[config.mk]
export PLATFORM = sky130hd
export DESIGN_NAME = load_store_unit
export DESIGN_NICKNAME = d
export VERILOG_FILES = /design/src/rtl/load_store_unit.sv
export SDC_FILE = /design/constraint.sdc
export NUM_CORES = 1
export LEC_CHECK = 0
export ABC_AREA = 1
export CAP_MARGIN = 20
export CORE_MARGIN = 5
export CORE_UTILIZATION = 35
export CTS_CLUSTER_SIZE = 28
export DETAILED_ROUTE_END_ITERATION = 16
export GPL_ROUTABILITY_DRIVEN = 0
export PLACE_DENSITY = 0.67
export SYNTH_ARGS = -nofsm -noshare
export SYNTH_HDL_FRONTEND = slang
export SYNTH_SLANG_ARGS = --single-unit
[constraint.sdc]
create_clock -name clk_i -period 4.4 [get_ports clk_i]
set_input_delay 0.44 -clock clk_i [delete_from_list [all_inputs] [get_ports clk_i]]
set_output_delay 0.44 -clock clk_i [all_outputs]
set_load 0.005 [all_outputs]
[src/rtl/load_store_unit.sv]
// Data-memory initiator: one load/store per request; misaligned halves/words become byte beats.
// Latency: aligned 2 cycles, misaligned half 3, misaligned word 5, illegal request 1 (accept to response).
// Backpressure: req_ready_o is low from accept through the response cycle; no back-to-back accepts.
module load_store_unit (
   input  logic        clk_i,
   input  logic        rst_i,
   input  logic        req_valid_i,
   output logic        req_ready_o,
   input  logic        is_load_i,
   input  logic        is_store_i,
   input  logic [2:0]  funct3_i,
   input  logic [31:0] address_i,
   input  logic [31:0] store_data_i,
   output logic        resp_valid_o,
   output logic [31:0] load_data_o,
   output logic        err_o,
   output logic        misaligned_o,
   output logic [31:0] mem_address_o,
   output logic [31:0] mem_write_data_o,
   output logic        mem_is_load_o,
   output logic        mem_is_store_o,
   output logic [2:0]  mem_funct3_o,
   input  logic [31:0] mem_read_data_i
);

   typedef enum logic [1:0] {IDLE, ACCESS, DONE} state_t;

   state_t      state;
   logic [31:0] addr_q;
   logic [31:0] data_q;
   logic [2:0]  funct3_q;
   logic        is_load_q;
   logic        mis_q;
   logic [2:0]  beat_q;
   logic [2:0]  count_q;
   logic [31:0] buf_q;

   logic [2:0]  req_size;
   logic        req_mis;
   logic        req_illegal;
   logic [31:0] beat_addr;
   logic [31:0] store_shift;
   logic [31:0] buf_nxt;
   logic [31:0] ext_data;
   logic        last_beat;

   // Decode the incoming request: access size, alignment and legality.
   always_comb begin
      req_size = 3'd1;
      case (funct3_i[1:0])
         2'b01:   req_size = 3'd2;
         2'b10:   req_size = 3'd4;
         default: req_size = 3'd1;
      endcase
      req_mis = ((funct3_i[1:0] == 2'b01) && address_i[0]) ||
                ((funct3_i[1:0] == 2'b10) && (address_i[1:0] != 2'b00));
      req_illegal = (is_load_i == is_store_i) ||
                    (is_load_i && ((funct3_i == 3'b011) || (funct3_i == 3'b110) ||
                                   (funct3_i == 3'b111))) ||
                    (is_store_i && (funct3_i >= 3'b011));
   end

   assign beat_addr   = addr_q + {29'd0, beat_q};
   assign store_shift = data_q >> {beat_q[1:0], 3'b000};
   assign last_beat   = (beat_q == (count_q - 3'd1));

   // Merge this beat's byte into the reassembly buffer and apply load extension.
   always_comb begin
      buf_nxt = buf_q;
      case (beat_q[1:0])
         2'd0: buf_nxt[7:0]   = mem_read_data_i[7:0];
         2'd1: buf_nxt[15:8]  = mem_read_data_i[7:0];
         2'd2: buf_nxt[23:16] = mem_read_data_i[7:0];
         default: buf_nxt[31:24] = mem_read_data_i[7:0];
      endcase
      case (funct3_q)
         3'b001:  ext_data = {{16{buf_nxt[15]}}, buf_nxt[15:0]};
         3'b101:  ext_data = {16'd0, buf_nxt[15:0]};
         default: ext_data = buf_nxt;
      endcase
   end

   // Memory-side drive: only active in ACCESS, strobes killed while reset is asserted.
   always_comb begin
      mem_address_o    = 32'd0;
      mem_write_data_o = 32'd0;
      mem_funct3_o     = 3'd0;
      mem_is_load_o    = 1'b0;
      mem_is_store_o   = 1'b0;
      if (state == ACCESS) begin
         if (mis_q) begin
            mem_address_o    = beat_addr;
            mem_funct3_o     = is_load_q ? 3'b100 : 3'b000;
            mem_write_data_o = {24'd0, store_shift[7:0]};
         end else begin
            mem_address_o    = addr_q;
            mem_funct3_o     = funct3_q;
            mem_write_data_o = data_q;
         end
         mem_is_load_o  = is_load_q & ~rst_i;
         mem_is_store_o = ~is_load_q & ~rst_i;
      end
   end

   assign req_ready_o  = (state == IDLE) & ~rst_i;
   assign resp_valid_o = (state == DONE);

   // Request sequencing: latch, step through beats, publish the response.
   always_ff @(posedge clk_i) begin
      if (rst_i) begin
         state        <= IDLE;
         addr_q       <= 32'd0;
         data_q       <= 32'd0;
         funct3_q     <= 3'd0;
         is_load_q    <= 1'b0;
         mis_q        <= 1'b0;
         beat_q       <= 3'd0;
         count_q      <= 3'd0;
         buf_q        <= 32'd0;
         load_data_o  <= 32'd0;
         err_o        <= 1'b0;
         misaligned_o <= 1'b0;
      end else begin
         case (state)
            IDLE: begin
               if (req_valid_i) begin
                  addr_q    <= address_i;
                  data_q    <= store_data_i;
                  funct3_q  <= funct3_i;
                  is_load_q <= is_load_i;
                  mis_q     <= req_mis;
                  count_q   <= req_mis ? req_size : 3'd1;
                  beat_q    <= 3'd0;
                  buf_q     <= 32'd0;
                  if (req_illegal) begin
                     state        <= DONE;
                     err_o        <= 1'b1;
                     misaligned_o <= 1'b0;
                     load_data_o  <= 32'd0;
                  end else begin
                     state <= ACCESS;
                  end
               end
            end
            ACCESS: begin
               beat_q <= beat_q + 3'd1;
               buf_q  <= buf_nxt;
               if (last_beat) begin
                  state        <= DONE;
                  err_o        <= 1'b0;
                  misaligned_o <= mis_q;
                  if (!is_load_q)
                     load_data_o <= 32'd0;
                  else if (mis_q)
                     load_data_o <= ext_data;
                  else
                     load_data_o <= mem_read_data_i;
               end
            end
            DONE:    state <= IDLE;
            default: state <= IDLE;
         endcase
      end
   end

endmodule
==> results.sh <==
export IMPL_viasPerCell=5.00
export IMPL_drc=0
export IMPL_critPathKind="reg -> out"
export IMPL_cts_tree="built"
export IMPL_critPathRequiredTime_ps=3960
export IMPL_drt_first_pass_iters=6
export IMPL_min_to="data_q[1]"
export IMPL_power_density_nw_per_um2=340
export IMPL_cts_htree_levels=4
export IMPL_hold_buffers=0
export IMPL_reg2reg_slack_ps=1670
export IMPL_drv_slew=0
export IMPL_syn_area_um2=7880
export IMPL_grt_usage=0.197
export IMPL_yosysUniqueCellTypes=40
export IMPL_synth_edf_count=0
export IMPL_clk_latency_ps=430
export IMPL_cts_sinks=143
export IMPL_diodes=0
export IMPL_synth_cells=1225
export IMPL_grt_pass1_wl_um=41700
export IMPL_layout_min_cycle_time_ps=3720
export IMPL_finalSetupViolCount=0
export IMPL_io_pins=209
export IMPL_hold_viol_final=0
export IMPL_clockRootBuffer="clkbuf_16"
export IMPL_final_nets=1500
export IMPL_critPathMaxStageDelay_ps=690
export IMPL_coreArea_um2=22000
export IMPL_synthArstFlopShare=0
export IMPL_start_util=0.359
export IMPL_power_leakage_nw=4.16
export IMPL_cts_clk_slew_worst_paths_ps=70
export IMPL_yosys_warnings=0
export IMPL_final_cell_mix="307 x nand2_1, 208 x clkdlybuf4s50_1, 197 x nor2_1"
export IMPL_r2r_end="load_data_o[19]"
export IMPL_cp_arrival_ps=3280
export IMPL_cap_violations=0
export IMPL_critPathCaptureType="output pin"
export IMPL_fmax_mhz=269
export IMPL_rows=54
export IMPL_r2r_cells=10
export IMPL_hold_path_depth=2
export IMPL_grt_overflow=0
export IMPL_cts_buffers=17
export IMPL_synth_seq_area_share=0.363
export IMPL_die_area_um2=25600
export IMPL_ys_flop_type="dfxtp_1"
export IMPL_synth_area_leaders="dfxtp_1 36%, nand2_1 15%, nor2_1 9.4%"
export IMPL_antenna_found_initial=1
export IMPL_crit_path_cell_trace="ha_1 -> fa_1 -> nand3_1 -> nand2_1 -> nand2_1 -> nor2_1 -> nand4_1 -> nand2_1 -> inv_1 -> nor2_1 -> clkdlybuf4s50_1"
export IMPL_final_core_util=0.483
export IMPL_regArea_um2=2860
export IMPL_port_buffer_count=208
export IMPL_r2r_start="beat_q[0]"
export IMPL_tns_ps=0
export IMPL_vias=8375
export IMPL_synth_top_area_share=0.363
export IMPL_crit_top_cell="nand2_1"
export IMPL_synth_top_cell_by_area="dfxtp_1"
export IMPL_irDropWorstVdd_v=0.000244
export IMPL_post_dp_hpwl_um=17700
export IMPL_grt_pass1_vias=8052
export IMPL_area_growth_pct=34.5
export IMPL_grt_max_degree=105
export IMPL_dr_first_iter_drc_count=523
export IMPL_layout_commonest_cell="nand2_1"
export IMPL_ys_ff_latch=143
export IMPL_post_synth_cell_area_avg_um2=6.43
export IMPL_clock_path_buffers=2
export IMPL_rsz0062_at_grt="no"
export IMPL_synth_nets=1343
export IMPL_hp_class="reg -> reg"
export IMPL_die_y_um=160
export IMPL_wl_um=25500
export IMPL_multiInputGateArea_um2=4310
export IMPL_clock_skew_ps=12.7
export IMPL_chipWidth_um=160
export IMPL_period_share=0.845
export IMPL_postCtsSetupBuffers=0
export IMPL_n_fill_cell=2251
export IMPL_slew_headroom=0.298
export IMPL_slowest_stage="dfxtp_1"
export IMPL_status="completed"
export IMPL_cts_resized=0
export IMPL_routedWlPerCell_um=15.3
export IMPL_hold_start="data_q[1]"
export IMPL_cp_max_fo=16
export IMPL_worst_slew_pin_slew_ps=1050
export IMPL_cp_start_kind="flop"
export IMPL_ant_nets=0
export IMPL_drive_gt1_frac=0.0559
==> cell usage after synthesis, drive strengths merged, types with 2 or more instances <==
master / number
buf: 36
nand2: 312
nand4: 4
o211ai: 16
nor2: 203
clkbuf: 42
o31ai: 8
nand3: 77
a21oi: 100
ha: 13
dfxtp: 143
or2: 27
a221oi: 8
xor2: 4
o21ai: 94
inv: 93
nor3: 16
o21a: 2
nor3b: 2
a21boi: 17
==> cell type report <==
| class | count | share of cell area |
|---|---|---|
| multi-input combinational | 911 | 0.406 |
| sequential | 143 | 0.270 |
| timing repair buffer | 216 | 0.202 |
| clock buffer | 18 | 0.0405 |
| tap | 280 | 0.0331 |
| inverter | 93 | 0.0329 |
| clock inverter | 14 | 0.0148 |
==> per-stage QoR <==
step | instances | hold WS (ps) | area [µm²] | setup WS [ps] | total power [mW]
final | 1675 | 455 | 10600 | 682 | 3.61
after global routing | 1675 | 476 | 10600 | 321 | 3.78
after global placement | 1643 | 438 | 10000 | 1150 | 2.16
after CTS | 1675 | 456 | 10600 | 657 | 3.63
after detailed placement | 1643 | 446 | 10000 | 1120 | 2.17
after floorplan | 1225 | 429 | 7880 | 2310 | 1.89
==> critical path, delay by kind of cell (launching register included) <==
kind | cells | cell delay, ps
adders and majority gates | 2 | 510
buffers and inverters | 2 | 550
DFF | 1 | 690
and+or+nand+nor | 7 | 1100
==> power by group <==
group | switching [mW] | total [mW] | internal, mW
registers | 0.0759 | 1.48 | 1.40
logic | 0.375 | 0.667 | 0.292
clock network | 0.619 | 1.46 | 0.844
total | 1.07 | 3.61 | 2.54
==> sequential cells by signal, summed over array words and instances, names as in the netlist <==
signal,flops
buf_q,32
funct3_q,3
is_load_q,1
err_o,1
state,2
addr_q,32
mis_q,1
load_data_o,32
count_q,3
misaligned_o,1
data_q,32
beat_q,3
==> worst max-delay path by stage <==
stage | to | from
3_3_place_gp | mem_address_o[28] | beat_q[0]
4_1_cts | mem_address_o[28] | beat_q[0]
5_1_grt | mem_address_o[28] | beat_q[0]
2_1_floorplan | mem_address_o[28] | beat_q[0]
3_5_place_dp | mem_address_o[28] | beat_q[0]
6_report | mem_address_o[28] | beat_q[0]
==> cell families (layout without fill, tap and decap cells) <==
logic type | after synthesis | after routing | synth area share
adder cells (fa/ha/maj) | 14 | 14 | 0.0232
flip-flops | 143 | 143 | 0.363
AO/OA/AOI/OAI | 250 | 250 | 0.178
XOR/XNOR | 5 | 5 | 0.00556
buffers and inverters | 171 | 341 | 0.0899
AND/OR/NAND/NOR | 642 | 642 | 0.340
==> routing by layer <==
layer  share of wire  vias up  wire length (µm)  track usage
li1                -     4265                 -            -
met1            0.46     3812             11700        0.257
met2            0.44      262             11400        0.313
met3           0.083       34              2130       0.0709
met4           0.014        2               364       0.0469
met5         0.00051        -                13            0
Power figures use the tool's default switching activity.
